==> src/rtl/rob.sv <==
// In-order retirement buffer feeding the architectural regfile write port.
// Latency: writeback at cycle t can retire at t+1 at the earliest; one retire per cycle.
// Backpressure: enq_ready drops while full, even if an entry retires that same cycle.
module rob #(
    parameter int N_ENTRIES      = 16,
    parameter int ENTRY_WIDTH    = 32,
    parameter int ARF_ADDR_WIDTH = 5,
    localparam int ID_WIDTH      = $clog2(N_ENTRIES),
    localparam int CTR_WIDTH     = ID_WIDTH + 1
) (
    input  logic                      clk,
    input  logic                      rst_aL,
    input  logic                      flush,
    input  logic                      enq_valid,
    output logic                      enq_ready,
    input  logic                      enq_wr_rd,
    input  logic [ARF_ADDR_WIDTH-1:0] enq_rd_addr,
    output logic [ID_WIDTH-1:0]       enq_id,
    input  logic                      wb_valid,
    input  logic [ID_WIDTH-1:0]       wb_id,
    input  logic [ENTRY_WIDTH-1:0]    wb_data,
    output logic                      rf_wr_en,
    output logic [ARF_ADDR_WIDTH-1:0] rf_wr_addr,
    output logic [ENTRY_WIDTH-1:0]    rf_wr_data,
    output logic                      empty,
    output logic [CTR_WIDTH-1:0]      count
);

    typedef struct packed {
        logic                      valid;
        logic                      done;
        logic                      wr_rd;
        logic [ARF_ADDR_WIDTH-1:0] rd_addr;
        logic [ENTRY_WIDTH-1:0]    data;
    } entry_t;

    entry_t                ent_q [N_ENTRIES];
    entry_t                ent_d [N_ENTRIES];
    logic [ID_WIDTH-1:0]   head_q, head_d;
    logic [ID_WIDTH-1:0]   tail_q, tail_d;
    logic [CTR_WIDTH-1:0]  count_q, count_d;

    entry_t                head_ent;
    logic                  enq_fire;
    logic                  wb_fire;
    logic                  retire;

    assign head_ent  = ent_q[head_q];

    // Ready is based on the registered count only; a same-cycle retire does not free a slot early.
    assign enq_ready = (count_q != CTR_WIDTH'(N_ENTRIES));

    // Flush dominates every other event in its cycle.
    assign enq_fire  = enq_valid && enq_ready && !flush;
    assign wb_fire   = wb_valid && ent_q[wb_id].valid && !ent_q[wb_id].done && !flush;
    assign retire    = head_ent.valid && head_ent.done && !flush;

    // Writes to x0 and non-writing instructions retire silently.
    assign rf_wr_en   = retire && head_ent.wr_rd && (head_ent.rd_addr != '0);
    assign rf_wr_addr = head_ent.rd_addr;
    assign rf_wr_data = head_ent.data;

    assign enq_id = tail_q;
    assign count  = count_q;
    assign empty  = (count_q == '0);

    // Per-entry next state: flush clears, else retire, writeback and allocate touch distinct slots.
    always_comb begin
        for (int i = 0; i < N_ENTRIES; i++) begin
            ent_d[i] = ent_q[i];
            if (flush) begin
                ent_d[i].valid = 1'b0;
                ent_d[i].done  = 1'b0;
            end else begin
                if (retire && (head_q == ID_WIDTH'(i))) begin
                    ent_d[i].valid = 1'b0;
                    ent_d[i].done  = 1'b0;
                end
                if (wb_fire && (wb_id == ID_WIDTH'(i))) begin
                    ent_d[i].done = 1'b1;
                    ent_d[i].data = wb_data;
                end
                if (enq_fire && (tail_q == ID_WIDTH'(i))) begin
                    ent_d[i].valid   = 1'b1;
                    ent_d[i].done    = 1'b0;
                    ent_d[i].wr_rd   = enq_wr_rd;
                    ent_d[i].rd_addr = enq_rd_addr;
                end
            end
        end
    end

    // Pointer and occupancy next state; pointers wrap naturally at the power-of-2 depth.
    always_comb begin
        head_d  = head_q;
        tail_d  = tail_q;
        count_d = count_q;
        if (flush) begin
            head_d  = '0;
            tail_d  = '0;
            count_d = '0;
        end else begin
            if (retire) begin
                head_d = head_q + ID_WIDTH'(1);
            end
            if (enq_fire) begin
                tail_d = tail_q + ID_WIDTH'(1);
            end
            case ({enq_fire, retire})
                2'b10:   count_d = count_q + CTR_WIDTH'(1);
                2'b01:   count_d = count_q - CTR_WIDTH'(1);
                default: count_d = count_q;
            endcase
        end
    end

    // State registers with synchronous active-low reset clearing every entry field.
    always_ff @(posedge clk) begin
        if (!rst_aL) begin
            head_q  <= '0;
            tail_q  <= '0;
            count_q <= '0;
            for (int i = 0; i < N_ENTRIES; i++) begin
                ent_q[i] <= '0;
            end
        end else begin
            head_q  <= head_d;
            tail_q  <= tail_d;
            count_q <= count_d;
            for (int i = 0; i < N_ENTRIES; i++) begin
                ent_q[i] <= ent_d[i];
            end
        end
    end

endmodule
==> config.mk <==
export PLATFORM = sky130hd
export DESIGN_NAME = rob
export DESIGN_NICKNAME = d
export VERILOG_FILES = /design/src/rtl/rob.sv
export SDC_FILE = /design/constraint.sdc
export NUM_CORES = 1
export LEC_CHECK = 0
export CORE_MARGIN = 4
export CORE_UTILIZATION = 30
export CTS_BUF_LIST = sky130_fd_sc_hd__clkbuf_4 sky130_fd_sc_hd__clkbuf_8
export DETAILED_ROUTE_END_ITERATION = 7
export PLACE_DENSITY = 0.51
export SKIP_LAST_GASP = 1
export SYNTH_ARGS = -nofsm -noshare
export SYNTH_HDL_FRONTEND = slang
export SYNTH_SLANG_ARGS = --single-unit
==> constraint.sdc <==
create_clock -name clk -period 8.9 [get_ports clk]
set_input_delay 1.78 -clock clk [delete_from_list [all_inputs] [get_ports clk]]
set_output_delay 1.78 -clock clk [all_outputs]
set_load 0.03 [all_outputs]
======== Yosys cells after proc, flatten, opt, wreduce, memory -nomap -nowiden ========
Memory sizes are Yosys's and may differ from the RTL's. A register that Yosys moved wholly into a read port is not among the register bits.
Cells that the tools add are included.
storage, ports and cells
  bits of input ports ..................... 47
  RAM bits ................................ 640
  register bits after elaboration ......... 13
  memories kept ........................... 1
  logic and storage cells ................. 512
  output and inout port bits .............. 49
memories
  memory  depth  bits a word  rd ports  clocked after memory_dff  wr ports  line  RTL
  ent_q   16     40           2         1                         16        37    entry_t ent_q [N_ENTRIES];
operators by class
  $add $sub $neg .......................... 4
  mux-type cells .......................... 165
  bitwise operators ....................... 65
  eq/ne operators ......................... 144
  reductions and logical operators ........ 130
operators with widths
  kind                 count
  $mux 32              32
  $mux 38              16
  $mux 8               16
  $eq 4x4->1 const B   24
  $mux 6               16
  $reduce_and 3->1     32
  $mux 2               32
  $ne 2x2->1 const B   32
  $ne 4x4->1 const B   16
  $or 1x1->1           64
  $reduce_and 2->1     32
  $logic_and 1x1->1    57
  $mux 1               50
  $eq 4x3->1 const B   12
  $ne 3x3->1 const B   16
  $ne 1x1->1 const B   32
  $eq 4x2->1 const B   6
  $eq 4x1->1 const B   3
  $logic_not 4->1      3
  $pmux 5 s2           1
  $add 4x1->4 const B  2
  $mux 4               2
  $add 5x1->5 const B  1
  $logic_not 5->1      1
  9 further kinds      10

======== Longest topological paths before layout ========
Gate-level depths: netlist (run 1).
An unclocked memory read counts as a cell.
  depth after elaboration ................. 9
  gate-level depth with buffers ........... 17
  mapped depth without buffers ............ 14

======== Worst setup path before layout (run 1) ========
OpenSTA, ideal clock, no wires.
  kind .................................... input port to flip-flop
  from .................................... in wb_id[0]
  to ...................................... mem ent_q[11][0] in the netlist's numbering, enable pin
  required time ........................... 8434 ps
  stages on the path ...................... 7
  slack ................................... 3183 ps
  setup time .............................. 466 ps
  data arrival time ....................... 5252 ps
  buffers on the path ..................... 2
  path through ............................ buf_6 -> mux4_2 -> a21oi_1 -> and2_1 -> buf_6 -> nand3_1 -> o21ai_0
RTL lines
  element      line  RTL
  from (decl)  20    input logic [ID_WIDTH-1:0] wb_id,
  to (decl)    37

==> results.txt, run 1 <==
The netlist uses 49 different library cells. Dividing total power by cell area gives a power density of 200 mW/mm2. After detailed routing, the total wire length is 73.9 mm. The port buffer count came out at 95. The region available for standard cell placement spans 0.0939 mm2. The detailed router put a total of 31.1 mm of wire on met1. The Yosys step of the flow raised 0 warnings.

The non-filler instance count after layout came out at 3204. At the worst endpoint, the required time is 7120 ps. The die width was 316 um; the global-route wire length before repair was 110 mm. Detailed routing placed a total of 37.9 mm of wire on met2. The top-area cell type share of the netlist area is 67.3%. The net count reported at finish is 1925, and the accumulated negative setup slack is 0 ps. Summing every instance area after synthesis gives 0.0285 mm2.

Headroom to the max-slew limit came out at 10.4%. For this run, design rule violations remaining after detail routing come to 0. Primary flip-flop cell chosen by synthesis mapping: sky130_fd_sc_hd__edfxtp_1. The number of enable-type register cells in the synthesized netlist was 640. TritonCTS built the clock tree. At the pin with the least slew margin, the transition time is 1340 ps. The flow ran to the end, and the final reports show no timing, DRC or antenna violations. Global routing consumed, over all layers together, 14.8% of the routing resources. The detailed-route wire length per cell is 23.1 um, and the fmax is 166 MHz.

After synthesis, the cell types taking the most area are sky130_fd_sc_hd__edfxtp_1 67%, sky130_fd_sc_hd__mux4_2 15%, sky130_fd_sc_hd__nor2_1 4.9%. The run gives 0 as the post-cts hold buffer count. Synthesis inferred 657 register bits. The finished cells cover 0.0328 mm2.

The run gives 740 ps as the worst-skew pair later-pin latency. The first TritonRoute pass finished after 6 iterations. Counting instances, the worst hold path has a depth of 2. The run gives 4250 ps as the signal arrival time at the worst endpoint. The longest clock path from root to sink contains 3 buffers. The die height was 316 um. The worst setup path is launched from a flop. The clock drives 657 sinks.

The final HPWL from detailed placement is 44.6 mm, and the worst clock skew on the final layout is 51.7 ps. The highest fanout seen on the critical path is 38. In this run the static leakage power is 0.0112 uW. IR analysis of the VDD net gives a maximum drop of 0.115 mV. The number of cells on the worst reg-to-reg path works out to 14. Setup repair after global routing left no endpoint under its margin. The final critical-path required period is 6030 ps, and the final standard cell utilization of the core is 34.9%. Summed over all layers, the global routing overflow is 0.

The total length of routed met3 wires was 3.59 mm; the max-slew violation count was 0. The biggest area contributor in the post-synthesis netlist is sky130_fd_sc_hd__edfxtp_1. The post-synthesis net count is 1848. Setup violations remaining at the end of the flow were counted as 0. The path class of the tightest hold or removal check is reg -> reg. The tools report the via count of the first global-routing pass as 16746. CTS placed an instance of sky130_fd_sc_hd__clkbuf_8 at the clock tree root. 96 I/O pins were placed. The tools report the final RePlAce weighted congestion as 0.804. The tools report the standard cell area after detailed placement as 0.0307 mm2. The most common cell after layout, fill and taps aside is sky130_fd_sc_hd__edfxtp_1. Entering global routing, the biggest net connects 129 pins. Nature of the critical path endpoint: an output pin.

Of the cells placed in the final design, the portion with a size suffix greater than 1 is 21.4%. The run gives 5 as the initial antenna violation count. The top cell types in the final layout, fill and taps aside, are 640 x sky130_fd_sc_hd__edfxtp_1, 372 x sky130_fd_sc_hd__nor2_1, 195 x sky130_fd_sc_hd__mux4_2.

The tools report the part of the Yosys area used for sequential elements as 68.5%. Standard-cell row count: 112. The tools report the violation count after the first detailed-route iteration as 1269.

The die covers 0.100 mm2. For the vias after detailed routing, the log shows 15740. Counting tap cells, the placed design contains a total of 3010 instances. The final hold violation count was 0. Each instance of the synthesized netlist takes up on average 15.9 um2. The critical path is of the reg -> out type.

The number of gates resized after CTS was 0. The tools report the number of buffers created by CTS as 109. After clock tree synthesis, the setup repair step added 0 buffers. The area growth from synthesis to layout is 14.9%. After detailed routing, no signal wire sits above met5. In the finished design, the share of the clock period the worst path needs comes to 67.7%. The count of nets left with antenna violations once routing finished came out at 0. Max-cap violations in this run came to 0. The number of H-tree levels was 3; the mean number of vias per cell was 4.91. Of all flip-flops after synthesis, the portion carrying an async set or reset was 0%. The initial cell density of the core came out at 30.4%. Clock-pin slew was measured on the worst setup and hold paths at 60 ps. Synthesized instance count: 1790.
-- cells by family (layout without fill, tap and decap cells) --
logic type      Yosys count  in the layout  synth area share, %
flops                   657            657                 68.5
simple gates            648            648                 10.2
mux                     200            200                 15.7
buf+inv                 187            345                 2.86
compound gates           77             77                 1.88
fa+ha+maj                11             11                0.482
xor+xnor                 10             10                0.307
other cells               0              2                    0
-- per-stage QoR --
| step | hold slack, ps | power (uW) | worst slack (ps) |
|---|---|---|---|
| 3_3_place_gp | 539 | 3950 | 2620 |
| 6_report | 548 | 6560 | 2870 |
| 2_1_floorplan | 549 | 3810 | 3180 |
| 3_5_place_dp | 550 | 3970 | 2460 |
| 5_1_grt | 633 | 6810 | 2680 |
| 4_1_cts | 559 | 6640 | 2790 |
-- cells in the mapped netlist, types with 8 or more instances --
cell                       number
sky130_fd_sc_hd__mux4_2       195
sky130_fd_sc_hd__o21ai_0       24
sky130_fd_sc_hd__and2_1        80
sky130_fd_sc_hd__nor2_1       372
sky130_fd_sc_hd__nand2_1       94
sky130_fd_sc_hd__ha_1          11
sky130_fd_sc_hd__nand3_1        8
sky130_fd_sc_hd__clkbuf_1      89
sky130_fd_sc_hd__buf_2         23
sky130_fd_sc_hd__nand2b_1      12
sky130_fd_sc_hd__and3_1        30
sky130_fd_sc_hd__nor3_1        11
sky130_fd_sc_hd__buf_4         15
sky130_fd_sc_hd__inv_1         41
sky130_fd_sc_hd__nor2b_1       11
sky130_fd_sc_hd__dfxtp_1       17
sky130_fd_sc_hd__edfxtp_1     640
sky130_fd_sc_hd__a22oi_1       11
sky130_fd_sc_hd__buf_1         15
-- path summary, 6_finish.rpt --
check / from / end / slack (ps)
worst min register to register: count[4] / count[4] / 550
worst max register to register: flop / count[4] / 4400
worst max-delay path: flop / rf_wr_en / 2870
worst min-delay path: count[4] / count[4] / 550
-- final cells by class --
type                    instances  area (um2)
fillers                      9018       61100
flip-flops and latches        657       19600
multi-input cells             946        8260
clock buffers                 141        1750
well taps                    1254        1570
repair buffers                112        1100
clock inverters                51         393
inverters                      41         154
diodes                          2        5.00
-- worst max-delay path: stages, from the launching register on --
cell	delay (ps)
sky130_fd_sc_hd__dfxtp_4	900
sky130_fd_sc_hd__nor2b_1	640
sky130_fd_sc_hd__inv_1	100
sky130_fd_sc_hd__o22ai_1	380
sky130_fd_sc_hd__nor2_1	120
sky130_fd_sc_hd__nor2_1	410
sky130_fd_sc_hd__o211a_1	280
sky130_fd_sc_hd__clkdlybuf4s50_1	690
-- flip-flops by register name, indices dropped and copies added, names as in the netlist, named ones only --
signal,count
ent_q,640
head_q,4
count,5
enq_id,4
-- metal layers --
metal	GRT usage, %	vias up
met5	0	-
met4	3.94	6
met3	2.49	106
met2	25.8	439
met1	19.2	8287
li1	-	6902
-- where the power goes --
group / switching (uW) / total (uW) / internal, uW
Sequential: 36.3 / 3560 / 3530
Clock: 1240 / 2670 / 1430
Combinational: 218 / 330 / 112
(Power assumes the default switching activity.)
==> run 2, diff against run 1 <==
--- a/config.mk
+++ b/config.mk
@@ -9,7 +9,7 @@
 export CORE_UTILIZATION = 30
 export CTS_BUF_LIST = sky130_fd_sc_hd__clkbuf_4 sky130_fd_sc_hd__clkbuf_8
 export DETAILED_ROUTE_END_ITERATION = 7
-export PLACE_DENSITY = 0.51
+export PLACE_DENSITY = 0.52
 export SKIP_LAST_GASP = 1
 export SYNTH_ARGS = -nofsm -noshare
 export SYNTH_HDL_FRONTEND = slang
==> constraint.sdc (replaced) <==
create_clock -name clk -period 4.9 [get_ports clk]
set_input_delay 0.98 -clock clk [delete_from_list [all_inputs] [get_ports clk]]
set_output_delay 0.98 -clock clk [all_outputs]
set_load 0.03 [all_outputs]
==> run 2 against run 1 <==
Final cell count grew 2.1%. Largest cell class unchanged. Clock skew grew 5.7 ps. Register-to-register slack lost 3500 ps. Sequential power grew 81%. Routed wire length grew 1.9%. Non-clock buffer count grew 51. Critical endpoint is now rf_wr_data[21]. Count of clock-buffer cells in the layout grew 14.
==> results.txt, run 2 (same netlist as run 1, synthesis figures left out) <==
Nature of the critical path endpoint: an output pin. The register with the most flip-flops in the layout has 640 of them. In this run the most critical hold path is launched from count[4]. The fraction of final layout cells with drive strength greater than 1 is 23.5%.

After clock tree synthesis, the clock-pin slew on the worst setup and hold paths is 60 ps. The critical path class is reg -> out. The pin count of the biggest net entering global routing is 98. Setup repair after global routing left no endpoint under its margin.

The HPWL after detailed placement is 45.9 mm. Clock tree synthesis selected as its root buffer the cell sky130_fd_sc_hd__clkbuf_8. The worst clock skew on the final layout is 57.4 ps, and the port buffer count is 95. Setup slack on the critical path of the routed design comes to 239 ps. The top-level I/O count was 96; the total non-filler cell area in the finished layout was 0.0334 mm2.

Counting I/O delays and the setup requirement, the final critical path takes 4660 ps. The area growth from synthesis to layout is 17.1%. The tools report the startpoint type of the worst setup path as a flop. CTS saw 657 sinks.

The final hold violation count was 0; the transition time of the tightest slew-check pin was 1180 ps. The net count reported at finish is 1978, and the vias after detailed routing is 16131. The run finished with clean final reports. The post-detailed-route DRC marker count was 0. Global-route wire length before repair: 111 mm. For this design the static power due to leakage is 0.0116 uW. The tools report the final RePlAce weighted congestion as 0.802. Of all nets on the critical path, the largest fanout is 97. The die width works out to 316 um. The pre-antenna-repair detailed-routing pass consisted of 5 iterations. Counting tap cells, the placed design contains a total of 3057 instances. The standard-cell row count is 112, and the number of maximum-capacitance constraint violations is 0.

Clock tree buffer depth: 3. Leaving out fill and tap cells, the most frequent cells in the layout are 640 x sky130_fd_sc_hd__edfxtp_1, 372 x sky130_fd_sc_hd__nor2_1, 195 x sky130_fd_sc_hd__mux4_2. The number of antenna-violating nets in the routed design is 0, and the signal arrival time at the worst endpoint is 3680 ps. The final layout contains routed wiring with a total length of 75.3 mm. The number of buffers created by CTS came out at 111. TritonCTS built the clock tree. The clock tree synthesis step divided the H-tree into 3 levels. The required arrival time at the worst endpoint came out at 3920 ps. Worst hold-check path type: reg -> reg.

Most common cell after layout, fill and taps aside: sky130_fd_sc_hd__edfxtp_1. The post-cts hold buffer count was 0; the worst slew margin relative to its limit was 20.8%. Setup violations remaining at the end of the flow were counted as 0.

For this design the ratio of total power to cell area is 358 mW/mm2. Static timing analysis puts the maximum clock frequency at 215 MHz. Summed over all layers, the global routing overflow is 0. The run gives 16829 as the via count of the first global-routing pass. The mean number of vias per cell was 4.93; the standard cell area after detailed placement was 0.0311 mm2. The non-filler instance count after layout is 3272, and the final standard cell utilization of the core is 35.6%. The region available for standard cell placement spans 0.0939 mm2. More flip-flops sit in one register than any other, and that register is ent_q.

The violation count after the first detailed-route iteration is 1289, and the max-slew violation count is 0. Prior to clock tree synthesis, the placed netlist has a worst setup slack of 340 ps. The initial antenna violation count is 5, and the final critical-path share of the clock period is 95.1%. For this run, the total global-route usage over all layers was measured as 15.0%.

For the worst-skew pair later-pin latency, the log shows 760 ps. Initial cell density of the core: 30.4%. Dividing the detail-routed wire length by the instance count gives 23.0 um. The die footprint is 0.100 mm2, and the maximum resistive drop on vdd is 0.207 mV. From bottom edge to top edge, the die measures 316 um.
## run 2: cell types whose count changed in the layout (fill, tap and decap cells not counted), sizes merged
cell | before | now
diode | 2 | 4
buf | 18 | 69
bufinv | 5 | 2
clkinv | 41 | 48
inv | 46 | 43
clkbuf | 141 | 155
## run 2: power breakdown
part | leakage, uW | switching, uW | internal [uW]
Clock | 0.00117 | 2280 | 2590
Sequential | 0.00676 | 64.2 | 6400
Combinational | 0.00364 | 409 | 231
Total | 0.0116 | 2750 | 9220
## run 2: layer usage
metal | vias to the layer above | track usage [%] | share of wire [%]
met5 | - | 0 | 0
met4 | 0 | 4.02 | 2.1
met3 | 112 | 3.12 | 6.4
met2 | 557 | 25.0 | 49
met1 | 8427 | 20.1 | 42
li1 | 7035 | - | -
## run 2: stage by stage
| step | power (uW) | setup TNS [ps] | hold slack, ps |
|---|---|---|---|
| after floorplan | 6920 | -1110 | 549 |
| after global placement | 7210 | 0 | 532 |
| after detailed placement | 7230 | 0 | 547 |
| after CTS | 12100 | 0 | 558 |
| after global routing | 12400 | 0 | 567 |
| final | 12000 | 0 | 548 |
## run 2: timing repair
item                                    4_1_cts  5_1_grt
buffers inserted                              1        3
endpoints found under the setup margin       32        4
resized for setup                             1        0
## run 2: area by class of cell
type / count / area (um2)
fill: 8943 / 60500
sequential: 657 / 19600
multi-input combinational: 946 / 8260
clock buffer: 155 / 1880
timing repair buffer: 163 / 1660
tap: 1254 / 1570
clock inverter: 52 / 330
inverter: 41 / 154
antenna: 4 / 10.0
## run 2: worst paths after layout
check        slack [ps]             end  depth (start not counted)
min reg2reg         550        count[4]                          2
max reg2reg         900        count[4]                         15
max                 240  rf_wr_data[21]                          4
min                 550        count[4]                          2
## run 2: worst max-delay path: stages (launching register included)
cell,delay [ps]
sky130_fd_sc_hd__dfxtp_4,710
sky130_fd_sc_hd__buf_12,440
sky130_fd_sc_hd__mux4_2,430
sky130_fd_sc_hd__mux4_2,510
sky130_fd_sc_hd__clkdlybuf4s50_1,640
